===== src/rtl/punct_pkg.sv =====
// Shared definitions for the 802.11a convolutional-code puncturer.
// Holds the rate encodings, the puncturer FSM state type and the
// puncture-pattern period for each rate.
package punct_pkg;

    // Rate select encodings; 2'b11 is reserved and handled like rate 1/2.
    localparam logic [1:0] RATE_1_2 = 2'b00;
    localparam logic [1:0] RATE_2_3 = 2'b01;
    localparam logic [1:0] RATE_3_4 = 2'b10;

    // Number of encoder pairs in one puncture period.
    localparam logic [1:0] PERIOD_1_2 = 2'd1;
    localparam logic [1:0] PERIOD_2_3 = 2'd2;
    localparam logic [1:0] PERIOD_3_4 = 2'd3;

    // Phase counter width, wide enough for the longest period.
    localparam int PHASE_W = 2;

    // Puncturer control states.
    typedef enum logic [2:0] {
        ST_IDLE   = 3'd0,
        ST_WAIT   = 3'd1,
        ST_LOAD   = 3'd2,
        ST_EMIT_A = 3'd3,
        ST_EMIT_B = 3'd4,
        ST_ADV    = 3'd5
    } state_t;

    // Period length for a rate code; reserved code falls back to rate 1/2.
    function automatic logic [1:0] rate_period(input logic [1:0] rate);
        logic [1:0] period;
        case (rate)
            RATE_2_3: period = PERIOD_2_3;
            RATE_3_4: period = PERIOD_3_4;
            default:  period = PERIOD_1_2;
        endcase
        return period;
    endfunction

endpackage


===== src/rtl/punct_mask.sv =====
// Combinational puncture-pattern lookup.
// Maps (rate, phase) to which of the two encoder bits {A,B} are kept and
// whether this phase is the final one of the puncture period.
module punct_mask
    import punct_pkg::*;
(
    input  logic [1:0]         i_rate,
    input  logic [PHASE_W-1:0] i_phase,
    output logic               o_keep_a,
    output logic               o_keep_b,
    output logic               o_last_phase
);

    logic [1:0] w_period;

    // Pattern table: 1/2 = {11}; 2/3 = {11,10}; 3/4 = {11,10,01}.
    always_comb begin
        w_period = rate_period(i_rate);
        o_keep_a = 1'b1;
        o_keep_b = 1'b1;
        case (i_rate)
            RATE_2_3: begin
                if (i_phase == 2'd1) begin
                    o_keep_b = 1'b0;
                end
            end
            RATE_3_4: begin
                case (i_phase)
                    2'd1:    o_keep_b = 1'b0;
                    2'd2:    o_keep_a = 1'b0;
                    default: ;
                endcase
            end
            default: ;
        endcase
        // ">=" so an out-of-range phase still wraps back to zero.
        o_last_phase = (i_phase >= (w_period - 2'd1));
    end

endmodule


===== src/rtl/conv_puncturer.sv =====
// 802.11a puncturer: pops rate-1/2 encoder pairs {A,B} from the encoder
// FIFO, drops bits according to the selected rate (1/2, 2/3, 3/4) and
// serialises the kept bits over a valid/ready interface.
//
// Optional build macro PUNCT_STATS_EN adds o_dropped_cnt, a saturating
// count of punctured bits. Without it the port and its logic are absent.
//
// RD_LATENCY = 1 : standard FIFO, data valid the cycle after the read strobe.
// RD_LATENCY = 0 : first-word-fall-through FIFO.
module conv_puncturer
    import punct_pkg::*;
#(
    parameter int RD_LATENCY = 1,
    parameter int CNT_W      = 16
) (
    input  logic             i_clock,
    input  logic             i_reset,
    input  logic [1:0]       i_rate_sel,
    input  logic [1:0]       i_fifo_dout,
    input  logic             i_fifo_empty,
    output logic             o_fifo_rd_en,
    output logic             o_bit_out,
    output logic             o_bit_valid,
    input  logic             i_bit_ready
`ifdef PUNCT_STATS_EN
    ,
    output logic [CNT_W-1:0] o_dropped_cnt
`endif
);

    // ------------------------------------------------------------------
    // State and datapath registers
    // ------------------------------------------------------------------
    state_t             r_state;
    state_t             w_state_next;
    logic [PHASE_W-1:0] r_phase;
    logic [PHASE_W-1:0] w_phase_next;
    logic [1:0]         r_rate_q;
    logic [1:0]         w_rate_q_next;
    logic [1:0]         r_pair;
    logic [1:0]         w_pair_next;

    // Outputs are registered so they are glitch-free and forced low by reset.
    logic               r_fifo_rd_en;
    logic               w_fifo_rd_en_next;
    logic               r_bit_out;
    logic               w_bit_out_next;
    logic               r_bit_valid;
    logic               w_bit_valid_next;

    // Pattern lookup results
    logic [1:0]         w_rate_eff;
    logic               w_keep_a;
    logic               w_keep_b;
    logic               w_last_phase;
    logic               w_handshake;

    // A new period picks up rate_sel in the same LOAD cycle that latches it,
    // so the lookup sees the fresh rate immediately; otherwise the held rate.
    assign w_rate_eff = ((r_state == ST_LOAD) && (r_phase == '0)) ? i_rate_sel : r_rate_q;

    // A bit is consumed only while one of the emit states is presenting it.
    assign w_handshake = i_bit_ready &&
                         ((r_state == ST_EMIT_A) || (r_state == ST_EMIT_B));

    punct_mask u_mask (
        .i_rate       (w_rate_eff),
        .i_phase      (r_phase),
        .o_keep_a     (w_keep_a),
        .o_keep_b     (w_keep_b),
        .o_last_phase (w_last_phase)
    );

    // ------------------------------------------------------------------
    // FSM process 1: state register
    // ------------------------------------------------------------------
    always_ff @(posedge i_clock or posedge i_reset) begin
        if (i_reset) begin
            r_state <= ST_IDLE;
        end else begin
            r_state <= w_state_next;
        end
    end

    // ------------------------------------------------------------------
    // FSM process 2: next-state logic
    // ------------------------------------------------------------------
    always_comb begin
        w_state_next = r_state;
        case (r_state)
            ST_IDLE: begin
                // Only IDLE requests data, so a held pair is never overwritten.
                if (!i_fifo_empty) begin
                    w_state_next = (RD_LATENCY == 0) ? ST_LOAD : ST_WAIT;
                end
            end
            ST_WAIT: begin
                w_state_next = ST_LOAD;
            end
            ST_LOAD: begin
                if (w_keep_a) begin
                    w_state_next = ST_EMIT_A;
                end else if (w_keep_b) begin
                    w_state_next = ST_EMIT_B;
                end else begin
                    w_state_next = ST_ADV;
                end
            end
            ST_EMIT_A: begin
                if (w_handshake) begin
                    w_state_next = w_keep_b ? ST_EMIT_B : ST_ADV;
                end
            end
            ST_EMIT_B: begin
                if (w_handshake) begin
                    w_state_next = ST_ADV;
                end
            end
            ST_ADV: begin
                w_state_next = ST_IDLE;
            end
            default: begin
                w_state_next = ST_IDLE;
            end
        endcase
    end

    // ------------------------------------------------------------------
    // FSM process 3: output and datapath next values
    // ------------------------------------------------------------------
    always_comb begin
        // The read strobe is registered, so it is high for the single cycle
        // after IDLE saw data: WAIT for a standard FIFO, LOAD for FWFT.
        w_fifo_rd_en_next = (r_state == ST_IDLE) && !i_fifo_empty;

        w_pair_next   = (r_state == ST_LOAD) ? i_fifo_dout : r_pair;
        w_rate_q_next = w_rate_eff;

        w_phase_next = r_phase;
        if (r_state == ST_ADV) begin
            w_phase_next = w_last_phase ? '0 : (r_phase + 2'd1);
        end

        // Present the bit belonging to the state being entered; while
        // stalled the state and pair hold, so the bit holds too.
        w_bit_valid_next = 1'b0;
        w_bit_out_next   = 1'b0;
        case (w_state_next)
            ST_EMIT_A: begin
                w_bit_valid_next = 1'b1;
                w_bit_out_next   = w_pair_next[1];
            end
            ST_EMIT_B: begin
                w_bit_valid_next = 1'b1;
                w_bit_out_next   = w_pair_next[0];
            end
            default: ;
        endcase
    end

    // Datapath and output registers; reset discards any held pair.
    always_ff @(posedge i_clock or posedge i_reset) begin
        if (i_reset) begin
            r_phase      <= '0;
            r_rate_q     <= RATE_1_2;
            r_pair       <= 2'b00;
            r_fifo_rd_en <= 1'b0;
            r_bit_out    <= 1'b0;
            r_bit_valid  <= 1'b0;
        end else begin
            r_phase      <= w_phase_next;
            r_rate_q     <= w_rate_q_next;
            r_pair       <= w_pair_next;
            r_fifo_rd_en <= w_fifo_rd_en_next;
            r_bit_out    <= w_bit_out_next;
            r_bit_valid  <= w_bit_valid_next;
        end
    end

    assign o_fifo_rd_en = r_fifo_rd_en;
    assign o_bit_out    = r_bit_out;
    assign o_bit_valid  = r_bit_valid;

`ifdef PUNCT_STATS_EN
    // ------------------------------------------------------------------
    // Punctured-bit statistics
    // ------------------------------------------------------------------
    logic [CNT_W-1:0] r_dropped_cnt;
    logic             w_drop_a;
    logic             w_drop_b;
    logic [1:0]       w_drop_num;
    logic [CNT_W:0]   w_cnt_sum;

    // A is dropped when LOAD finds keepA=0. B is dropped when the pair
    // leaves for ADV without B having been emitted.
    assign w_drop_a   = (r_state == ST_LOAD) && !w_keep_a;
    assign w_drop_b   = ((r_state == ST_LOAD) && !w_keep_a && !w_keep_b) ||
                        ((r_state == ST_EMIT_A) && w_handshake && !w_keep_b);
    assign w_drop_num = {1'b0, w_drop_a} + {1'b0, w_drop_b};
    assign w_cnt_sum  = {1'b0, r_dropped_cnt} + {{(CNT_W - 1){1'b0}}, w_drop_num};

    // Saturating counter: sticks at all-ones instead of wrapping.
    always_ff @(posedge i_clock or posedge i_reset) begin
        if (i_reset) begin
            r_dropped_cnt <= '0;
        end else if (w_cnt_sum[CNT_W]) begin
            r_dropped_cnt <= '1;
        end else begin
            r_dropped_cnt <= w_cnt_sum[CNT_W-1:0];
        end
    end

    assign o_dropped_cnt = r_dropped_cnt;
`else
    // Counter width only matters when statistics are built in.
    logic w_unused_cnt_w;
    assign w_unused_cnt_w = (CNT_W > 0);
`endif

endmodule

===== config.mk =====
export PLATFORM = sky130hd
export DESIGN_NAME = conv_puncturer
export DESIGN_NICKNAME = d
export VERILOG_FILES = /design/src/rtl/punct_pkg.sv /design/src/rtl/punct_mask.sv /design/src/rtl/conv_puncturer.sv
export SDC_FILE = /design/constraint.sdc
export NUM_CORES = 1
export LEC_CHECK = 0
export BUFFER_PORTS_ARGS = -buffer_cell sky130_fd_sc_hd__buf_2
export CORE_MARGIN = 1.5
export CORE_UTILIZATION = 40
export DETAILED_ROUTE_END_ITERATION = 7
export GPL_ROUTABILITY_DRIVEN = 0
export SETUP_SLACK_MARGIN = 0.05
export SYNTH_ARGS = -nofsm -noshare
export SYNTH_HDL_FRONTEND = slang
export SYNTH_SLANG_ARGS = --single-unit

===== constraint.sdc =====
create_clock -name i_clock -period 2.4 [get_ports i_clock]
set_input_delay 0.48 -clock i_clock [delete_from_list [all_inputs] [get_ports i_clock]]
set_output_delay 0.48 -clock i_clock [all_outputs]
set_load 0.1 [all_outputs]

==> flow_summary.yaml, run 1 <==
cts:
  cts_tree: "built"
  path_clk_slew_ps: 80
  clk_latency_ps: 280
  cts_hold_buf: 0
  numCtsBuffers: 3
  cts_root_buffer: "clkbuf_4"
  post-cts-setup-buffers: 0
  htree_levels: 1
  cts.sinks: 12
  max-clock-path-buffers: 2
setup_path:
  crit_start: "r_state[2]"
  crit_end: "o_bit_valid"
  cp.required_ps: 2560
  cp.arrival_ps: 2560
  critPathKind: "reg2reg"
  rr_worst_depth: 8
  cp-start-kind: "flop"
  worstReg2RegEnd: "o_bit_valid"
  cp_max_fo: 3
  rr_startpoint: "r_state[2]"
  end_kind: "flop"
  reg2reg_slack_ps: 4
logic_synthesis:
  synth_area_per_cell_um2: 11.4
  synth-edff-count: 0
  async_flop_share: 1.00
  ys_top_cells_by_area: "dfrtp_1 (42%), ha_1 (14%), buf_6 (4.7%)"
  ys_seq_elements: 12
  synthCells: 63
  synth_nets: 79
  synth.top_cell.area_share: 0.417
  ys_warn_count: 0
  yosysUniqueCellTypes: 26
  ys_seq_area_frac: 0.417
  ys.flop_type: "dfrtp_1"
  synth_top_cell_by_area: "dfrtp_1"
  synth_area_um2: 719
power_and_ir_drop:
  intPower_uw: 876
  p_switching_uw: 602
  comb_power_share: 0.660
  total_power_uw: 1480
  p_per_area_mw_per_mm2: 1570
  swShare: 0.407
  ir_drop_mv: 0.629
  p_clk_frac: 0.111
  seqPwrFrac: 0.229
  leakage_uw: 0.000454
sta:
  finalSetupViolCount: 0
  period_share: 0.998
  relSlewSlack: 0.670
  slew_viol_final: 0
  min_period_ps: 2400
  clock.fmax_mhz: 417
  setup_tns_ps: 0
  hold_viol: 0
  grt_setup_unrepaired: "yes"
  finalClockSkew_ps: 3.35
  tightest_slew_ps: 494
flow_run:
  maxCapViolCount: 0
finish:
  final_cell_mix: "dfrtp_1 (12), buf_2 (10), buf_4 (9)"
  antenna_cells: 0
  area_delta_synth_final_pct: 31.0
  nets: 100
  final_common_cell: "dfrtp_1"
  n_fill_cell: 148
  drive_above_1_share: 0.470
  stdcell_count: 108
placement:
  dpl.hpwl_um: 967
  dp_cells: 104
  portBuffers: 10
floorplanning:
  ioPinCount: 11
  die_y_um: 45.4
  start_util: 0.421
  core_mm2: 0.00171
  row_count: 15
  die-area_mm2: 0.00206
  die_x_um: 45.4
global_routing:
  grt_use_total: 0.153
  grt_pass1_wl_um: 2180
  grt_pass1_vias: 465
  grt_antenna_before_repair: 0
  grt_max_degree: 13
  grt-ovfl-total: 0
drt:
  via_per_inst: 4.69
  drtIter0Drc: 3
  drc_errors: 0
  first_pass_iters: 2
  vias: 506
  wire_per_inst_um: 11.8
  ant_nets: 0
  wirelength_um: 1270
worst_hold_path:
  holdCritPathClass: "in2async"
run_status:
  status: "completed"
## cells in the mapped netlist, drive strengths merged, types with 2 or more instances
cell,count
dfrtp,12
ha,8
inv,6
mux2,5
nand2,4
buf,3
nor3b,3
a21oi,2
and2,2
mux2i,2
nand2b,2
nand3b,2
nand4b,2
## cells by family (layout without fill, tap and decap cells)
family,after synthesis,count (layout),synth area share
AO/OA/AOI/OAI,7,7,0.0678
adder cells (fa/ha/maj),8,8,0.139
buffers and inverters,9,29,0.0783
flip-flops,12,12,0.417
multiplexers,7,7,0.111
AND/OR/NAND/NOR,20,20,0.186
## sequential cells by signal, summed over array words and instances (netlist names)
name	flops
o_bit_out	1
o_bit_valid	1
o_fifo_rd_en	1
r_pair	2
r_phase	2
r_rate_q	2
r_state	3
## layer usage
layer / wire (um) / track usage / share of wire
met1: 640 / 0.215 / 0.50
met2: 555 / 0.200 / 0.44
met3: 47 / 0.0397 / 0.037
met4: 31 / 0.106 / 0.024
met5: 0 / 0 / 0
## through the flow
stage | util | hold slack [ps] | instance area [um2] | setup WS [ps]
floorplan | - | 345 | 764 | -108
global placement | 0.515 | 489 | 880 | 49.8
detailed placement | 0.515 | 489 | 880 | 10.1
CTS | 0.538 | 223 | 920 | -3.75
global route | 0.552 | 252 | 942 | -82.3
finish | 0.552 | 211 | 942 | 3.60
## worst min-delay path by stage
stage / end / startpoint / depth (start not counted) / slack (ps)
6_report: r_rate_q[1] / i_reset / 2 / 210
5_1_grt: r_rate_q[1] / i_reset / 2 / 250
4_1_cts: r_rate_q[1] / i_reset / 2 / 220
3_5_place_dp: r_pair[0] / r_pair[0] / 1 / 490
3_3_place_gp: r_pair[0] / r_pair[0] / 1 / 490
2_1_floorplan: o_bit_out / i_reset / 1 / 340
## final cells by class
| type | count | area (um2) | area share |
|---|---|---|---|
| Multi-Input combinational cell | 42 | 434 | 0.461 |
| Sequential cell | 12 | 300 | 0.319 |
| Timing Repair Buffer | 19 | 118 | 0.125 |
| Clock buffer | 4 | 36.3 | 0.0385 |
| Tap cell | 25 | 31.3 | 0.0332 |
| Inverter | 6 | 22.5 | 0.0239 |
## power groups by stage
stage / logic [uW] / registers (uW) / clock network [uW]
2_1_floorplan: 600 / 454 / 0
3_3_place_gp: 905 / 344 / 0
3_5_place_dp: 901 / 344 / 0
4_1_cts: 918 / 340 / 171
5_1_grt: 1070 / 346 / 178
6_report: 976 / 338 / 164
## timing repair
action | CTS | global route
gates cloned | 0 | 0
resized for setup | 1 | 4
pin swaps | 2 | 1
endpoints found under the setup margin | 3 | 4
## critical path, cell delays in order, from the launching register on
cell      delay, ps
dfrtp_1         410
nor3b_4         210
and2_4          180
mux2_4          320
ha_4            260
nand2b_4        120
nand3_2          60
a2111o_1        420
mux2_4          310
Note: power is estimated with default switching activity, not from simulation.
==> run 2: changes to the inputs <==
Settings changed: CORE_ASPECT_RATIO from default to 0.75.
==> flow_summary.yaml, run 2 (synthesis gave the netlist of run 1 again) <==
floorplanning:
  die_x_um: 52.0
  die_y_um: 39.7
  ioPinCount: 11
  start_util: 0.421
  die-area_mm2: 0.00206
  row_count: 13
  core_mm2: 0.00171
drt:
  ant_nets: 0
  drc_errors: 0
  first_pass_iters: 4
  via_per_inst: 4.77
  wire_per_inst_um: 13.6
  vias: 501
  drtIter0Drc: 11
  wirelength_um: 1420
run_status:
  status: "completed"
sta:
  min_period_ps: 2390
  slew_viol_final: 0
  finalClockSkew_ps: 2.39
  period_share: 0.994
  finalSetupViolCount: 0
  clock.fmax_mhz: 419
  relSlewSlack: 0.675
  grt_setup_unrepaired: "yes"
  hold_viol: 0
  tightest_slew_ps: 491
finish:
  final_common_cell: "dfrtp_1"
  drive_above_1_share: 0.470
  final_core_util: 0.549
  n_fill_cell: 150
  antenna_cells: 0
  largest_register_ff_count: 3
  final_area_um2: 938
  top_register: "r_state"
  final_cell_mix: "dfrtp_1 (12), buf_2 (10), buf_4 (9)"
  nets: 100
  area_delta_synth_final_pct: 30.4
cts:
  clk_latency_ps: 280
  post-cts-setup-buffers: 0
  max-clock-path-buffers: 2
  numCtsBuffers: 3
  path_clk_slew_ps: 80
  cts_root_buffer: "clkbuf_4"
  cts_tree: "built"
  htree_levels: 1
  cts.sinks: 12
setup_path:
  end_kind: "flop"
  critPathKind: "reg2reg"
  cp_max_fo: 3
  cp.arrival_ps: 2550
  critPathMaxStageDelay_ps: 410
  path_cells: "nor3b_4 > and2_4 > mux2_4 > ha_4 > nand2b_4 > nand3_2 > a2111o_1 > mux2_4"
  reg2reg_slack_ps: 10
  cp.required_ps: 2570
  crit_top_cell: "mux2_4"
  cp-start-kind: "flop"
  cp_slowest_cell: "dfrtp_1"
placement:
  dpl.hpwl_um: 1080
  portBuffers: 10
  placed_cell_area_um2: 876
power_and_ir_drop:
  leakage_uw: 0.000454
  p_per_area_mw_per_mm2: 1590
  ir_drop_mv: 0.719
global_routing:
  grt_antenna_before_repair: 0
  grt_use_total: 0.160
  grt_pass1_wl_um: 2240
  grt_max_degree: 13
  grt-ovfl-total: 0
  grt_pass1_vias: 447
worst_hold_path:
  holdCritPathClass: "in2async"
flow_run:
  maxCapViolCount: 0
## run 2: metal layers
metal | global-route usage | vias to the layer above | wire length, um
met5 | 0 | - | 0
met3 | 0.0687 | 2 | 68
met1 | 0.231 | 230 | 785
met4 | 0.0395 | 0 | 10
li1 | - | 258 | -
met2 | 0.212 | 11 | 560
## run 2: metrics by stage
stage                     cells  worst slack [ps]  hold WS (ps)  TNS (ps)  power (uW)
after CTS                   105             0.261           208         0        1440
after detailed placement    101             -11.0           478     -11.0        1250
after global placement      101              48.3           478         0        1240
after floorplan              63              -108           345      -223        1050
final                       105              13.7           201         0        1490
after global routing        105             -60.3           232      -114        1610
## run 2: final cells by class
type	count	area, um2	area share
multi-input combinational	42	434	0.463
sequential	12	300	0.320
timing repair buffer	19	118	0.125
clock buffer	4	36.3	0.0387
tap	22	27.5	0.0293
inverter	6	22.5	0.0240
## run 2: worst max-delay path, delay by kind of cell (launching register included)
| family | cells | cell delay, ps |
|---|---|---|
| mux | 2 | 630 |
| fa+ha+maj | 1 | 260 |
| flops | 1 | 410 |
| compound gates | 1 | 410 |
| simple gates | 4 | 570 |
## run 2: power breakdown
part	switching, uW	leakage [uW]	internal [uW]	total, uW
logic	503	0.000283	487	990
registers	44.0	0.000150	296	340
clock network	72.1	0.0000210	92.3	164
total	619	0.000454	875	1490
## run 2: final timing paths
| check | start | end | cells after the start |
|---|---|---|---|
| min in group i_clock | i_fifo_empty | o_fifo_rd_en | 2 |
| worst min-delay path | i_reset | r_state[1] | 2 |
| worst max-delay path | r_state[0] | o_bit_valid | 8 |
| max in group asynchronous | i_reset | o_bit_valid | 2 |
| worst min register to register | r_pair[0] | r_pair[0] | 1 |
| worst max register to register | r_state[0] | o_bit_valid | 8 |
## run 2: repair_timing
| item | in CTS | in global routing |
|---|---|---|
| pin swaps | 4 | 1 |
| hold endpoints to repair | 0 | 0 |
| resized for setup | 2 | 3 |
| hold buffers | 0 | 0 |
| gates cloned | 0 | 0 |
| setup endpoints to repair | 3 | 4 |
